--- src/rtl/modn_updown_counter.sv ---
//==============================================================================
// Module   : modn_updown_counter
// Brief    : Modulo-(MAX+1) up/down counter with parallel load, programmable
//            step, registered terminal-count pulse and registered zero flag.
//            Optional macro COUNTER_SAT_EN adds a 'sat' input that makes the
//            counter clamp at MAX / 0 instead of wrapping.
// Revision : 1.0 - initial release
//==============================================================================
`default_nettype none

module modn_updown_counter #(
    parameter int WIDTH = 8,
    parameter int MAX   = 255,
    parameter int STEP  = 1
) (
    input  logic             clk,
    input  logic             rst,
    input  logic             en,
    input  logic             ld,
    input  logic             dir,
`ifdef COUNTER_SAT_EN
    input  logic             sat,
`endif
    input  logic [WIDTH-1:0] v,
    output logic [WIDTH-1:0] count,
    output logic             tc,
    output logic             zero
);

    // Limits and wrap adjustments. All wrapped results are <= MAX, so they
    // fit in WIDTH bits even though the wrap test itself needs WIDTH+1 bits.
    localparam logic [WIDTH:0]   c_MAX_EXT  = (WIDTH+1)'(MAX);
    localparam logic [WIDTH-1:0] c_MAX      = WIDTH'(MAX);
    localparam logic [WIDTH-1:0] c_STEP     = WIDTH'(STEP);
    localparam logic [WIDTH:0]   c_STEP_EXT = (WIDTH+1)'(STEP);
    // count + STEP - (MAX+1), evaluated modulo 2^WIDTH
    localparam logic [WIDTH-1:0] c_UP_WRAP  = WIDTH'(STEP - MAX - 1);
    // count + (MAX+1) - STEP
    localparam logic [WIDTH-1:0] c_DN_WRAP  = WIDTH'(MAX + 1 - STEP);

    logic [WIDTH-1:0] r_count;
    logic             r_tc;
    logic             r_zero;

    logic [WIDTH:0]   w_sum_ext;
    logic             w_up_over;
    logic             w_dn_under;
    logic             w_sat;
    logic [WIDTH-1:0] w_next;
    logic             w_next_tc;

`ifdef COUNTER_SAT_EN
    assign w_sat = sat;
`else
    assign w_sat = 1'b0;
`endif

    // Up sum carried one bit wider so count+STEP cannot overflow before compare
    assign w_sum_ext  = {1'b0, r_count} + c_STEP_EXT;
    assign w_up_over  = (w_sum_ext > c_MAX_EXT);
    assign w_dn_under = (r_count < c_STEP);

    // Next-state selection: load beats enable, enable beats hold
    always_comb begin
        w_next    = r_count;
        w_next_tc = 1'b0;
        if (ld) begin
            w_next = (v > c_MAX) ? c_MAX : v;
        end else if (en) begin
            if (dir) begin
                if (w_up_over) begin
                    w_next_tc = 1'b1;
                    w_next    = w_sat ? c_MAX : (r_count + c_UP_WRAP);
                end else begin
                    w_next    = r_count + c_STEP;
                end
            end else begin
                if (w_dn_under) begin
                    w_next_tc = 1'b1;
                    w_next    = w_sat ? '0 : (r_count + c_DN_WRAP);
                end else begin
                    w_next    = r_count - c_STEP;
                end
            end
        end
    end

    // State registers; zero is registered alongside count so they stay aligned
    always_ff @(posedge clk or negedge rst) begin
        if (!rst) begin
            r_count <= '0;
            r_tc    <= 1'b0;
            r_zero  <= 1'b1;
        end else begin
            r_count <= w_next;
            r_tc    <= w_next_tc;
            r_zero  <= (w_next == '0);
        end
    end

    assign count = r_count;
    assign tc    = r_tc;
    assign zero  = r_zero;

endmodule

`default_nettype wire

--- config.mk ---
export PLATFORM = sky130hd
export DESIGN_NAME = modn_updown_counter
export DESIGN_NICKNAME = d
export VERILOG_FILES = /design/src/rtl/modn_updown_counter.sv
export SDC_FILE = /design/constraint.sdc
export NUM_CORES = 1
export LEC_CHECK = 0
export ABC_AREA = 1
export CAP_MARGIN = 20
export CORE_UTILIZATION = 25
export CTS_CLUSTER_DIAMETER = 150
export CTS_CLUSTER_SIZE = 25
export DETAILED_ROUTE_END_ITERATION = 7
export GPL_TIMING_DRIVEN = 0
export HOLD_SLACK_MARGIN = 0.05
export PLACE_DENSITY = 0.48
export SYNTH_ARGS = -nofsm -noshare
export SYNTH_HDL_FRONTEND = slang
export SYNTH_SLANG_ARGS = --single-unit
--- constraint.sdc ---
create_clock -name clk -period 4.1 [get_ports clk]
set_input_delay 0.615 -clock clk [delete_from_list [all_inputs] [get_ports clk]]
set_output_delay 0.615 -clock clk [all_outputs]
set_load 0.02 [all_outputs]
==> flow_metrics.tcl <==
set metrics [dict create \
    status "completed" \
    fp.dieH_um 64.5 \
    synth_seq_area_share_pct 25.8 \
    power_density_nw_per_um2 286 \
    clkTransAtPathRegs_ns 0.05 \
    rsz0062_at_grt "false" \
    slowest_stage "clkdlybuf4s50_1" \
    wire_per_inst_um 10.6 \
    syn_nets 178 \
    cts.htree.levels 1 \
    hold_viol_final 0 \
    synthMostInstantiatedCell "nand2_1" \
    total_leakage_power_nw 0.641 \
    syn_to_final_growth_pct 31.3 \
    grt_pass1_wl_um 4170 \
    synth_top_area_cell "dfrtp_1" \
    grt_overflow 0 \
    cts-resized-gates 0 \
    nNetsFinal 203 \
    insertion_delay_ns 0.23 \
    via_count 1041 \
    ys_warn_count 0 \
    post_cts_buffers 0 \
    yosysUniqueCellTypes 24 \
    path_cells "clkdlybuf4s50_1" \
    cp-start-kind "register" \
    fill_cells 432 \
    worstRegToRegCells 10 \
    drc 0 \
    clock.fmax_mhz 488 \
    async_flop_share_pct 100 \
    cts_buffer_depth 2 \
    setup_tns_ns 0 \
    grt_pass1_vias 943 \
    cap_violations 0 \
    r2r-end "zero" \
    placed_cells_incl_taps 230 \
    worst-path-buf-inv 1 \
    synth_edf_count 0 \
    r2r_start "count[0]" \
    period_share_pct 50.0 \
    io_buffers 20 \
    initial_core_util_pct 26.3 \
    grt_max_degree 11 \
    cts_root_buffer "clkbuf_8" \
    setup_viol 0 \
    synth_top_area_share_pct 23.1 \
    yosys-top-cells-count "52 x nand2_1, 25 x inv_1, 23 x nand3_1" \
    dp_slack_ns 1.96 \
    grtUsageTotal_pct 12.7 \
    worst_clock_skew_ns 0.00852 \
    peakVddDrop_mv 0.235 \
    worst_slew_pin_slew_ns 0.455 \
    die_x_um 64.5 \
    critical_path.endpoint_type "primary output" \
    io-pin-count 23 \
    r2r_slack_ns 2.21 \
    cts_buffers 3 \
    slew_violations 0 \
    firstDrtPassIters 4 \
    ys.flop_type "dfrtp_1" \
    timing.slew.headroom_pct 69.5 \
    core_area_um2 3720 \
    worstPathRequired_ns 3.48 \
    syn_inst 162 \
    ant_nets 0 \
    drive_gt1_share_pct 11.3 \
    tritoncts "built" \
    cp.arrival_ns 1.44 \
    die_area_um2 4160 \
    final_util_pct 34.5 \
    period_needed_ns 2.05 \
    gp_congestion 0.835 \
    fin_ws_ns 2.05 \
    cp_max_fo 9 \
    synthTopCellsByArea "dfrtp_1 23%, nand2_1 20%, nand3_1 12%" \
    crit_family "buffers and inverters" \
    ys_seq_elements 10 \
    regArea_um2 251 \
    insertedDiodeCount 0 \
    viasPerCell 4.45 \
    antenna_found_initial 0 \
    num_rows 22 \
    drt_iter0_drc 48 \
    synth_area_um2 976 \
    multi_input_area_um2 591 \
    cts.sinks 10 \
    layout.cells.non_filler 234 \
    synth_area_per_cell_um2 6.02 \
    max_stage_delay_ns 0.67 \
    hpwlAfterDp_um 1990 \
    cts_hold_buf 0 \
    criticalPathCategory "reg -> out" \
    totalWireLength_um 2470 \
    hold_path.class "in -> async" \
]
flip-flops by register name, indices dropped and copies added (netlist names):
register and flops:
zero 1, count 8, tc 1
how the worst max path moves through the flow:
stage | slack, ns | end | startpoint | cells after the start
floorplan | 2.43 | zero | count[0] | 10
global placement | 1.92 | zero | ld | 8
detailed placement | 1.96 | zero | ld | 8
CTS | 2.04 | count[0] | count[0] | 1
global route | 1.98 | count[0] | count[0] | 1
finish | 2.05 | count[0] | count[0] | 1
layer usage:
layer  GRT usage, %  wire, um
met1           18.3      1300
met2           20.0      1030
met3           1.23       124
met4           3.33        14
met5              0         0
cells by family (layout without fill, tap and decap cells):
| group | Yosys count | in the layout | share of synthesized area [%] |
|---|---|---|---|
| fa+ha+maj | 3 | 3 | 3.85 |
| compound gates | 15 | 15 | 8.08 |
| simple gates | 101 | 101 | 47.7 |
| xor+xnor | 1 | 1 | 0.898 |
| flops | 10 | 10 | 25.8 |
| buf+inv | 32 | 56 | 13.7 |
layout by cell type, fill, tap and decap left out, types with 2 or more instances in the layout:
cell type        instances
clkdlybuf4s50_1         20
buf_2                    2
nand4_1                  6
o21ai_0                  3
inv_1                   25
nand3_1                 23
nand2_2                  2
clkbuf_8                 3
nor2_1                   8
inv_2                    2
nand2_1                 52
dfrtp_1                  9
ha_1                     3
a21oi_1                 10
or2_2                    4
buf_4                    3
power breakdown:
part / total (mW) / leakage, nW / switching [mW] / internal (mW)
logic: 0.140 / 0.501 / 0.0815 / 0.0586
clock network: 0.103 / 0.0228 / 0.0351 / 0.0678
registers: 0.124 / 0.117 / 0.0163 / 0.108
area by class of cell:
type / count / share of cell area, %
Tap cell: 48 / 4.69
Sequential cell: 10 / 19.6
Inverter: 27 / 7.91
Clock buffer: 4 / 3.52
Multi-Input combinational cell: 120 / 46.1
Buffer: 5 / 2.54
Timing Repair Buffer: 20 / 15.6
per-stage QoR:
step           instance area (um^2)  hold WS, ns  power [mW]
2_1_floorplan                   976        0.319       0.215
3_3_place_gp                   1240        0.734       0.265
3_5_place_dp                   1240        0.736       0.266
4_1_cts                        1280        0.727       0.368
5_1_grt                        1280        0.742       0.393
6_report                       1280        0.702       0.367
Power figures use the tool's default switching activity.
